<file path="src/rtl/reg_arb_pkg.sv">
// Shared defaults and types for the register-bank write arbiter.
package reg_arb_pkg;

  localparam int DEF_DATA_W   = 16;
  localparam int DEF_NUM_REGS = 8;
  localparam int DEF_ADDR_W   = 4;

  typedef enum logic {
    REQ_A = 1'b0,
    REQ_B = 1'b1
  } req_id_e;

  function automatic logic [15:0] sat_inc16(input logic [15:0] value);
    return (value == 16'hFFFF) ? value : value + 16'd1;
  endfunction

endpackage

</file>
<file path="src/rtl/reg_addr_decoder.sv">
// Register address to one-hot clock enable; all-zero when disabled or out of range.
module reg_addr_decoder #(
  parameter int ADDR_W   = 4,
  parameter int NUM_REGS = 8
) (
  input  logic [ADDR_W-1:0]   addr,
  input  logic                en,
  output logic [NUM_REGS-1:0] onehot
);

  always_comb begin
    // NOTE: default assignment first keeps this always_comb free of inferred latches.
    onehot = '0;
    for (int i = 0; i < NUM_REGS; i++) begin
      if (en && (addr == ADDR_W'(i))) onehot[i] = 1'b1;
    end
  end

endmodule

</file>
<file path="src/rtl/reg_write_arbiter.sv">
// Round-robin arbiter sharing the register bank write port between ALU writeback (A) and load return (B).
// Define REG_ARB_STATS_EN to add transfer counters and the longest-stall statistic.
module reg_write_arbiter
  import reg_arb_pkg::*;
#(
  parameter int DATA_W   = DEF_DATA_W,
  parameter int NUM_REGS = DEF_NUM_REGS,
  parameter int ADDR_W   = DEF_ADDR_W
) (
  input  logic                clk,
  input  logic                reset,
  input  logic                a_valid,
  input  logic [ADDR_W-1:0]   a_addr,
  input  logic [DATA_W-1:0]   a_data,
  output logic                a_ready,
  input  logic                b_valid,
  input  logic [ADDR_W-1:0]   b_addr,
  input  logic [DATA_W-1:0]   b_data,
  output logic                b_ready,
  output logic [NUM_REGS-1:0] reg_ce,
  output logic [DATA_W-1:0]   reg_data,
  output logic                addr_err
`ifdef REG_ARB_STATS_EN
  ,
  output logic [15:0]         a_wr_count,
  output logic [15:0]         b_wr_count,
  output logic [7:0]          stall_max
`endif
);

  localparam logic [ADDR_W:0] REG_LIMIT = (ADDR_W + 1)'(NUM_REGS);

  req_id_e               last_grant;
  logic                  xfer;
  logic [ADDR_W-1:0]     win_addr;
  logic [DATA_W-1:0]     win_data;
  logic                  win_out_of_range;
  logic [NUM_REGS-1:0]   ce_next;

  // A wins unless B is also requesting and A was the last one served.
  always_comb begin
    a_ready = 1'b0;
    b_ready = 1'b0;
    if (!reset) begin
      if (a_valid && (!b_valid || (last_grant == REQ_B))) a_ready = 1'b1;
      else if (b_valid)                                  b_ready = 1'b1;
    end
  end

  assign xfer             = a_ready | b_ready;
  assign win_addr         = b_ready ? b_addr : a_addr;
  assign win_data         = b_ready ? b_data : a_data;
  assign win_out_of_range = ({1'b0, win_addr} >= REG_LIMIT);

  reg_addr_decoder #(
    .ADDR_W   (ADDR_W),
    .NUM_REGS (NUM_REGS)
  ) u_decoder (
    .addr   (win_addr),
    .en     (xfer),
    .onehot (ce_next)
  );

  always_ff @(posedge clk) begin
    // NOTE: non-blocking assignments so every flop samples pre-edge values regardless of statement order.
    if (reset) begin
      last_grant <= REQ_B;
      reg_ce     <= '0;
      reg_data   <= '0;
      addr_err   <= 1'b0;
    end else begin
      reg_ce <= ce_next;
      if (xfer) begin
        reg_data   <= win_data;
        last_grant <= b_ready ? REQ_B : REQ_A;
        if (win_out_of_range) addr_err <= 1'b1;
      end
    end
  end

`ifdef REG_ARB_STATS_EN
  logic       stall;
  logic [7:0] stall_run;
  logic [7:0] stall_run_next;

  assign stall          = (a_valid & ~a_ready) | (b_valid & ~b_ready);
  assign stall_run_next = !stall ? 8'd0 : ((stall_run == 8'hFF) ? stall_run : stall_run + 8'd1);

  always_ff @(posedge clk) begin
    if (reset) begin
      a_wr_count <= '0;
      b_wr_count <= '0;
      stall_run  <= '0;
      stall_max  <= '0;
    end else begin
      if (a_ready) a_wr_count <= sat_inc16(a_wr_count);
      if (b_ready) b_wr_count <= sat_inc16(b_wr_count);
      stall_run <= stall_run_next;
      if (stall_run_next > stall_max) stall_max <= stall_run_next;
    end
  end
`endif

endmodule

</file>
<file path="config.mk">
export PLATFORM = sky130hd
export DESIGN_NAME = reg_write_arbiter
export DESIGN_NICKNAME = d
export VERILOG_FILES = /design/src/rtl/reg_arb_pkg.sv /design/src/rtl/reg_addr_decoder.sv /design/src/rtl/reg_write_arbiter.sv
export SDC_FILE = /design/constraint.sdc
export NUM_CORES = 1
export LEC_CHECK = 0
export BUFFER_PORTS_ARGS = -buffer_cell sky130_fd_sc_hd__buf_2
export CORE_MARGIN = 5
export CORE_UTILIZATION = 38
export CTS_CLUSTER_SIZE = 16
export DETAILED_ROUTE_END_ITERATION = 16
export GPL_ROUTABILITY_DRIVEN = 0
export GPL_TIMING_DRIVEN = 0
export PLACE_DENSITY_LB_ADDON = 0.25
export SYNTH_ARGS = -nofsm -noshare
export SYNTH_HDL_FRONTEND = slang
export SYNTH_SLANG_ARGS = --single-unit
export TNS_END_PERCENT = 20
</file>
<file path="constraint.sdc">
create_clock -name clk -period 1.8 [get_ports clk]
set_clock_uncertainty 0.1 [all_clocks]
set_input_delay 0.54 -clock clk [delete_from_list [all_inputs] [get_ports clk]]
set_output_delay 0.54 -clock clk [all_outputs]
set_load 0.05 [all_outputs]
</file>
==> metrics, run 1 <==
Seq. cell area 524 µm²; Crit Path Class in -> out; Post-synth ARST share 0%; gr usage total 18.0%; I/O Pins 71; Clock Sinks 26; Crit path arrival time 1.22 ns; Ant. Diodes 0; sequential-to-total area share from yosys stat 44.8%; Vias/cell 5.67; worst slew pin tran 0.474 ns; CTS tree built; most common cell after layout, fill and taps aside buf_2; number of global-route vias before repair 1,296; site row count 20; Setup WS pre-CTS -0.494 ns; Slew Viols, Final 0; Power Density 799 mW/mm²; Worst setup startpoint reset; Post-Route WL 3660 µm; Detail Placement HPWL 2750 µm; max_cap viols 0; final net count 230; worst skew pair latency 0.31 ns; status finished, violations left; Synth cell types 27; drt wl/cell 16.8 µm; total CTS buffers 3; P_leak 0.763 nW; CP required 1.16 ns; GRT overflow 0; Max-slew headroom 68.2%; Worst setup SP type primary input; initial core utilization 38.7%; Cells after Synth 109; Die Height 65.3 µm; Max Clk Rate 0.537 GHz; via count 1,236; H-tree Lvls 1; CTS Root Cell clkbuf_4; peak supply drop 0.333 mV; layout cell share with drive strength beyond 1 49.7%; failing checks negative setup slack; RSZ-0062 raised after global routing yes; multi-input logic area 567 µm²; Crit. End Element output port; mapped cell area 0.00116 mm²; initial antenna violation count 0; chip width 65.3 µm; Yosys Warn Count 0; post-route ant nets 0; clk slew on worst S/H paths 0.14 ns; DRC 0; Core ar. 0.00300 mm²; IO Port Bufs 68; largest cells by area after synthesis dfxtp_1, a221o_1, nor4b_1, a211oi_1, buf_4; largest net degree at the start of global routing 15; area leader, netlist dfxtp_1; final hold viol count 0; clock tree buffer depth 2; reg2reg start last_grant$_SDFFE_PP1P_; fin worst setup slack -0.0623 ns; Setup TNS Final -0.109 ns; Die ar. 0.00426 mm²; Final min period 1.86 ns; min-delay src b_data[11]; Synth Register Bits 26; DRT Pass-1 Iters 4; post-synth top area share 44.8%; Setup violations, final 2; FILL cells 288; Post-synth EDFFs 0; period utilization 103%; first-pass GRT wire length 6040 µm; top_reg_cell synth dfxtp_1; syn avg cell area 10.7 µm²; Post-Syn Nets 153; Layout area overhead 43.7%; DR iter-0 viols 48; CP Max Fanout 7; type of the most critical hold path in -> reg; commonest non-fill, non-tap cells in the layout buf_2, dfxtp_1, a221o_1
-- through the flow --
step	total power [W]	util, %	hold slack (ns)	cell area [µm²]	std cells
after floorplan	0.000916	-	0.445	1190	109
after global placement	0.00102	52.5	0.367	1580	210
after detailed placement	0.00103	52.5	0.363	1580	210
after CTS	0.00134	56.3	0.338	1690	219
after global routing	0.00140	55.6	0.319	1670	218
final	0.00133	55.6	0.337	1670	218
-- path summary, 6_finish.rpt --
kind / end / slack (ns) / cells past startpoint
worst max-delay path: a_ready / -0.06 / 5
worst min-delay path: reg_data[11]$_SDFFE_PP0P_ / 0.34 / 2
worst max register to register: reg_ce[5]$_SDFF_PP0_ / 0.33 / 5
worst min register to register: addr_err$_SDFFE_PP0P_ / 0.40 / 1
-- flip-flops by register name, indices dropped and copies added (netlist names) --
name,cells
addr_err,1
last_grant,1
reg_ce,8
reg_data,16
-- where the power goes --
part           switching, W  internal [W]  total [W]
sequential        0.0000198      0.000615   0.000635
clock              0.000173      0.000124   0.000297
combinational      0.000259      0.000144   0.000403
total              0.000452      0.000883    0.00133
-- worst max-delay path: stages --
cell,delay [ns]
buf_2,0.15
buf_6,0.13
inv_4,0.08
and3_4,0.19
buf_8,0.14
-- synthesized netlist by cell type, types with 2 or more instances --
| library cell | n |
|---|---|
| a211oi_1 | 8 |
| a221o_1 | 17 |
| a32oi_1 | 2 |
| buf_2 | 3 |
| buf_4 | 3 |
| buf_6 | 2 |
| clkbuf_1 | 2 |
| dfxtp_1 | 26 |
| inv_1 | 5 |
| nand2_1 | 2 |
| nand4_1 | 3 |
| nor2_1 | 3 |
| nor3_1 | 2 |
| nor4b_1 | 16 |
| o211ai_1 | 2 |
| o21ai_0 | 2 |
-- what timing repair did --
action	in CTS	in global routing
pin swaps	2	1
buffers inserted	5	0
endpoints found under the hold margin	0	0
resized for setup	13	0
hold buffers	0	0
setup endpoints to repair	2	2
-- area by class of cell --
| class | instances | area share, % |
|---|---|---|
| plain buffers | 9 | 4.49 |
| clock buffers | 4 | 2.17 |
| inverters | 5 | 1.27 |
| multi-input cells | 68 | 33.9 |
| flip-flops and latches | 26 | 31.4 |
| well taps | 33 | 2.47 |
| repair buffers | 73 | 24.3 |
-- metal layers --
layer / vias up / wire length (µm) / global-route usage (%)
met5: - / 0 / 0
met4: 0 / 21 / 4.92
met3: 2 / 262 / 3.59
met2: 54 / 1830 / 32.0
met1: 588 / 1550 / 21.8
li1: 592 / - / -
-- kinds of logic after synthesis --
group	Yosys count	share of synthesized area, %
AND/OR/NAND/NOR	34	21.1
AO/OA/AOI/OAI	34	26.7
flip-flops	26	44.8
buffers and inverters	15	7.43
No activity file was read; power rests on OpenSTA's default activity.
==> run 2, diff against run 1 <==
- SYNTH_HIERARCHICAL: default -> 1
==> run 2 against run 1 <==
The run still ends with negative setup slack left. Combinational power up 2%. Core utilization is 3.8 points higher. Setup slack got worse by 0.078 ns. Via count grew 2.3%. Critical path depth up 1. Design area rose by 7.8%. Register-to-register slack lost 0.37 ns. Clock power hardly changed. Hold slack lost 0.0057 ns. Non-clock buffer count rose by 7. Count of clock-buffer cells in the layout stayed put.
==> metrics, run 2 <==
Vias/cell 5.08 (-10%); CP max-delay cell and2_4; Cells after Synth 123 (+13%); Largest Register reg_data; FILL cells 252 (-13%); first-pass GRT wire length 5610 µm (-7.2%); initial core utilization 39.1% (+0.42 points); final net count 250 (+8.7%); GRT overflow 0 (unchanged); CTS tree built; Crit. End Element output port; Crit. path cell count 6 (+1); peak supply drop 0.316 mV (-5.1%); failing checks negative setup slack; DR iter-0 viols 33 (-31%); Yosys Warn Count 6 (+6); Post-Syn Nets 167 (+9.2%); gr usage total 16.8% (-1.2 points); Layout area overhead 52.0%; crit path to a_ready; mapped cell area 0.00118 mm² (+1.9%); I/O Pins 71 (unchanged); clk slew on worst S/H paths 0.15 ns (about the same); multi-input logic area 566 µm² (-0.22%); Max-slew headroom 68.9% (+0.64 points); CP required 1.16 ns (about the same); initial antenna violation count 0 (unchanged); clock tree buffer depth 2 (unchanged); max reg flops 16 (unchanged); Clock Sinks 26 (unchanged); via count 1,265 (+2.3%); Final min period 1.94 ns (+0.0780 ns); most used cell, CP buf_6; sequential power share 47.3% (-0.3 points); final non-filler cell total 249 (+14%); Power Density 746 mW/mm² (-6.7%); DP Cell Count 237 (+13%); max_cap viols 0 (unchanged); largest net degree at the start of global routing 15 (unchanged); layout cell share with drive strength beyond 1 50.2% (+0.51 points); R2R setup slack -0.04 ns (-0.37 ns); Crit Path Class in -> out; status finished, violations left; Internal Pwr Total 0.000892 W (+1.1%); Core ar. 0.00303 mm² (+0.83%); CTS Root Cell clkbuf_4; largest cells by area after synthesis dfxtp_1, a221o_1, a2111oi_0, inv_1, nor2b_1; combinational fraction of design power 30.5% (+0.3 points); Seq. cell area 522 µm² (-0.48%); most common cell after layout, fill and taps aside buf_2; Synth cell types 22 (-19%); Post-Route WL 3550 µm (-3.1%); Worst setup SP type primary input; Worst Path Buf+Inv 4 (unchanged); most common cell in the netlist dfxtp_1; Detail Placement HPWL 2550 µm (-7.2%); worst r2r dst reg_ce[0]$_SDFF_PP0_; drt wl/cell 14.3 µm (-15%); Max Clk Rate 0.515 GHz (-4.0%); post-route ant nets 0 (unchanged); RSZ-0062 raised after global routing yes; P_leak 0.898 nW (+18%); Synth Register Bits 26 (unchanged); Crit path arrival time 1.30 ns (+0.08 ns); delay-heaviest family, CP buffers and inverters; type of the most critical hold path in -> reg; CP peak stage delay 0.17 ns (-0.02 ns); Setup TNS Final -0.265 ns (-0.156 ns); period utilization 108% (+4.3 points); area leader, netlist dfxtp_1; Worst R2R Path Depth 7 (+2); reg2reg start last_grant$_SDFFE_PP1P_; DRC 0 (unchanged); number of global-route vias before repair 1,292 (-0.31%); Post-synth EDFFs 0 (unchanged); Slew Viols, Final 0 (unchanged); DRT Pass-1 Iters 4 (unchanged); sequential-to-total area share from yosys stat 43.9% (-0.85 points); fin worst setup slack -0.140 ns (-0.0780 ns); Post-synth ARST share 0% (unchanged); syn avg cell area 9.63 µm² (-9.7%); Die ar. 0.00433 mm² (+1.6%); post-synth top area share 43.9% (-0.85 points); Largest regs reg_data x16, reg_ce x8; Setup violations, final 6 (+4); CP Max Fanout 2 (-5); CP cell instances buf_6 -> buf_6 -> clkbuf_8 -> a21oi_4 -> and2_4 -> buf_8; sw frac 33.5% (-0.34 points); worst hold slack 0.331 ns (-0.00571 ns); IO Port Bufs 70 (+2.9%); final hold viol count 0 (unchanged); Synth top cells by count dfxtp_1, inv_1, a2111oi_0, a221o_1; Ant. Diodes 0 (unchanged); clock power share 22.1% (about the same); chip width 65.8 µm (+0.82%); worst skew pair latency 0.31 ns (about the same); worst slew pin tran 0.455 ns (-0.0188 ns); commonest non-fill, non-tap cells in the layout buf_2, dfxtp_1, inv_1; Worst setup startpoint reset; net switching power 0.000450 W (-0.40%); site row count 20 (unchanged); Die Height 65.8 µm (+0.82%); H-tree Lvls 1 (unchanged); top_reg_cell synth dfxtp_1; total CTS buffers 3 (unchanged)
## run 2: cell count changes after synthesis, moves of 3 or more
cell / previous run / this run
nor2_1: 3 / 8
nand4_1: 3 / 0
inv_1: 5 / 19
clkbuf_1: 2 / 6
nor4b_1: 16 / 0
a211oi_1: 8 / 0
a2111oi_0: 0 / 17
nor2b_1: 1 / 8
buf_4: 3 / 0
## run 2: logic make-up after synthesis
| logic type | Yosys count | synth area share (%) |
|---|---|---|
| buffers and inverters | 30 | 11.1 |
| AND/OR/NAND/NOR | 27 | 13.4 |
| flip-flops | 26 | 43.9 |
| multiplexers | 4 | 3.80 |
| AO/OA/AOI/OAI | 36 | 27.8 |
## run 2: metal layers
| metal | routed length [µm] | global-route usage, % | vias to the layer above |
|---|---|---|---|
| li1 | - | - | 624 |
| met1 | 1420 | 20.9 | 584 |
| met2 | 1700 | 25.9 | 51 |
| met3 | 372 | 6.29 | 6 |
| met4 | 57 | 6.74 | 0 |
| met5 | 0 | 0 | - |
## run 2: through the flow
stage	util (%)	total power, W	worst slack (ns)	cell area [µm²]
after floorplan	-	0.000900	-0.292	1210
after global routing	59.5	0.00141	-0.157	1800
after global placement	53.2	0.00101	-0.558	1610
final	59.5	0.00134	-0.140	1800
after CTS	58.8	0.00135	-0.119	1780
after detailed placement	53.2	0.00102	-0.585	1610
## run 2: worst min-delay path by stage
stage | startpoint | end | slack [ns] | cells past startpoint
floorplan | last_grant$_SDFFE_PP1P_ | last_grant$_SDFFE_PP1P_ | 0.40 | 2
global placement | reg_data[6]$_SDFFE_PP0P_ | reg_data[6]$_SDFFE_PP0P_ | 0.37 | 1
detailed placement | reg_data[14]$_SDFFE_PP0P_ | reg_data[14]$_SDFFE_PP0P_ | 0.37 | 1
CTS | b_data[2] | reg_data[2]$_SDFFE_PP0P_ | 0.32 | 2
global route | b_data[5] | reg_data[5]$_SDFFE_PP0P_ | 0.32 | 2
finish | b_data[2] | reg_data[2]$_SDFFE_PP0P_ | 0.33 | 2
## run 2: final cells by class
cell class              count  share of cell area [%]
multi-input cells          67                    31.4
flip-flops and latches     26                    29.0
repair buffers             79                    25.2
plain buffers              10                    5.42
inverters                  19                    3.96
well taps                  44                    3.06
clock buffers               4                    2.02
## run 2: power by group through the flow
stage,registers (W),logic [W],clock network [W]
2_1_floorplan,0.000775,0.000125,0
3_3_place_gp,0.000645,0.000361,0
3_5_place_dp,0.000647,0.000370,0
4_1_cts,0.000636,0.000404,0.000309
5_1_grt,0.000641,0.000436,0.000328
6_report,0.000636,0.000410,0.000297
## run 2: timing repair
item,CTS,global route
buffers inserted,8,1
hold buffers,0,0
cloned,0,0
gates resized for setup,25,5
pin swaps,8,1
endpoints found under the setup margin,9,20
==> run 3, diff against run 2 <==
- ABC_CLOCK_PERIOD_IN_PS: default -> 1800
- BUFFER_PORTS_ARGS: -buffer_cell sky130_fd_sc_hd__buf_2 -> default
- CORE_UTILIZATION: 38 -> 54
- DONT_BUFFER_PORTS: default -> 1
==> run 3 against run 2 <==
The run still ends with negative setup slack left. Hold slack worse by 0.12 ns. Cell count decreased by 37%. Largest cell class unchanged. Sequential power rose by 21%. Critical path depth grew 1. Flip-flop and latch count unchanged. Setup slack better by 0.066 ns. Critical path type is now reg -> reg. First-iteration DRC count grew 58%.
==> metrics, run 3 (synthesis results as in run 2) <==
final net count 174 (-30%); post-route ant nets 0 (unchanged); drt wl/cell 19.3 µm (+35%); total CTS buffers 3 (unchanged); multi-input logic area 576 µm² (+1.8%); most common cell after layout, fill and taps aside dfxtp_1; IO Port Bufs 0 (-100%); Layout area overhead 11.4%; worst hold slack 0.215 ns (-0.116 ns); Setup violations, final 5 (-1); Seq. cell area 522 µm² (unchanged); FILL cells 201 (-20%); sequential power share 65.2% (+18 points); peak supply drop 0.520 mV (+65%); worst skew pair latency 0.31 ns (about the same); Vias/cell 6.46 (+27%); CP cell instances nand2_4 -> and3_4 -> buf_8 -> mux2_4 -> or3b_4 -> nor3_2 -> nor2b_1; Clock Sinks 26 (unchanged); final hold viol count 0 (unchanged); via count 1,008 (-20%); clock power share 20.5% (-1.6 points); largest net degree at the start of global routing 20 (+5); clk slew on worst S/H paths 0.14 ns (about the same); Core ar. 0.00215 mm² (-29%); final non-filler cell total 156 (-37%); status finished, violations left; GRT overflow 0 (unchanged); net switching power 0.000411 W (-8.6%); CP required 1.96 ns (+0.80 ns); Largest regs reg_data x16, reg_ce x8; Internal Pwr Total 0.000771 W (-14%); Final min period 1.87 ns (-0.0661 ns); chip width 56.8 µm (-14%); site row count 17 (-15%); Slew Viols, Final 0 (unchanged); CP max-delay cell or3b_4; number of global-route vias before repair 980 (-24%); Post-Route WL 3010 µm (-15%); P_leak 0.545 nW (-39%); worst slew pin tran 0.532 ns (+0.0768 ns); DRC 0 (unchanged); RSZ-0062 raised after global routing yes; Crit path arrival time 2.03 ns (+0.73 ns); Hold-fix buffers, CTS 0 (unchanged); combinational fraction of design power 14.3% (-16 points); Largest Register reg_data; Ant. Diodes 0 (unchanged); Crit. End Element flop; failing checks negative setup slack; max reg flops 16 (unchanged); DR iter-0 viols 52 (+58%); I/O Pins 71 (unchanged); initial core utilization 55.2% (+16 points); max_cap viols 0 (unchanged); layout cell share with drive strength beyond 1 21.9% (-28 points); DP Cell Count 151 (-36%); CP peak stage delay 0.44 ns (+0.27 ns); type of the most critical hold path in -> reg; Max Clk Rate 0.534 GHz (+3.5%); gr usage total 18.0% (+1.2 points); fin worst setup slack -0.0742 ns (+0.0661 ns); Worst setup SP type flop; first-pass GRT wire length 4650 µm (-17%); CP Max Fanout 4 (+2); clock tree buffer depth 2 (unchanged); Die ar. 0.00323 mm² (-25%); sw frac 34.8% (+1.3 points); period utilization 104% (-3.7 points); initial antenna violation count 0 (unchanged); Max-slew headroom 64.5% (-4.4 points); DRT Pass-1 Iters 4 (unchanged); Detail Placement HPWL 2210 µm (-13%); CTS Root Cell clkbuf_4; Crit Path Class reg -> reg; H-tree Lvls 1 (unchanged); CTS tree built; Die Height 56.8 µm (-14%); commonest non-fill, non-tap cells in the layout dfxtp_1, inv_1, a2111oi_0, a221o_1; Power Density 896 mW/mm² (+20%); Finished Core Util 61.4% (+2.0 points)
==> run 3: changes by cell type in the layout (fill, tap and decap cells not counted), moves of 2 or more <==
cell / delta
buf_2: -65
buf_4: -3
buf_6: -3
buf_8: -4
clkbuf_8: -2
mux2_4: +2
==> run 3: routing by layer <==
metal  part of all wire (%)  up-vias  wire length (µm)  GRT usage (%)
met3                    9.3        2               278           6.21
met2                     48       50              1440           30.0
met5                      0        -                 0              0
li1                       -      471                 -              -
met4                   0.47        0                14           4.97
met1                     42      485              1270           21.8
==> run 3: worst max-delay path: cells and delay by family (launching register included) <==
kind,cells,cell delay (ns)
buf+inv,1,0.11
flops,1,0.36
mux,1,0.30
simple gates,5,0.97
==> run 3: final cells by class <==
| type | count | share of cell area (%) |
|---|---|---|
| Buffer | 8 | 4.27 |
| Tap cell | 28 | 2.65 |
| Timing Repair Buffer | 5 | 2.84 |
| Clock buffer | 3 | 1.71 |
| Inverter | 19 | 5.40 |
| Multi-Input combinational cell | 67 | 43.6 |
| Sequential cell | 26 | 39.5 |
==> run 3: path summary, 6_finish.rpt <==
check	slack, ns	from	to	cells past startpoint
min reg2reg	0.45	last_grant$_SDFFE_PP1P_	last_grant$_SDFFE_PP1P_	2
max	-0.07	last_grant$_SDFFE_PP1P_	reg_ce[0]$_SDFF_PP0_	7
max reg2reg	-0.07	last_grant$_SDFFE_PP1P_	reg_ce[0]$_SDFF_PP0_	7
min	0.22	a_valid	last_grant$_SDFFE_PP1P_	1
==> run 3: per-stage QoR <==
step                total power, W  setup TNS, ns  cell area, µm²  setup WS, ns
floorplan                 0.000900          -1.58            1210        -0.292
global placement          0.000927          -3.65            1240        -0.401
detailed placement        0.000933          -4.18            1240        -0.409
CTS                        0.00117         -0.120            1290       -0.0676
global route               0.00123         -0.612            1320        -0.123
finish                     0.00118         -0.259            1320       -0.0742
==> run 3: power by group through the flow <==
stage / combinational (W) / clock (W) / sequential, W
after floorplan: 0.000125 / 0 / 0.000775
after global placement: 0.000144 / 0 / 0.000783
after detailed placement: 0.000150 / 0 / 0.000783
after CTS: 0.000157 / 0.000244 / 0.000771
after global routing: 0.000186 / 0.000268 / 0.000776
final: 0.000169 / 0.000242 / 0.000771
==> run 3: repair_timing <==
| action | 4_1_cts | 5_1_grt |
|---|---|---|
| gates cloned | 0 | 0 |
| hold endpoints to repair | 0 | 0 |
| setup buffers | 4 | 1 |
| pin swaps | 8 | 4 |
| resized for setup | 6 | 7 |
| endpoints found under the setup margin | 10 | 8 |
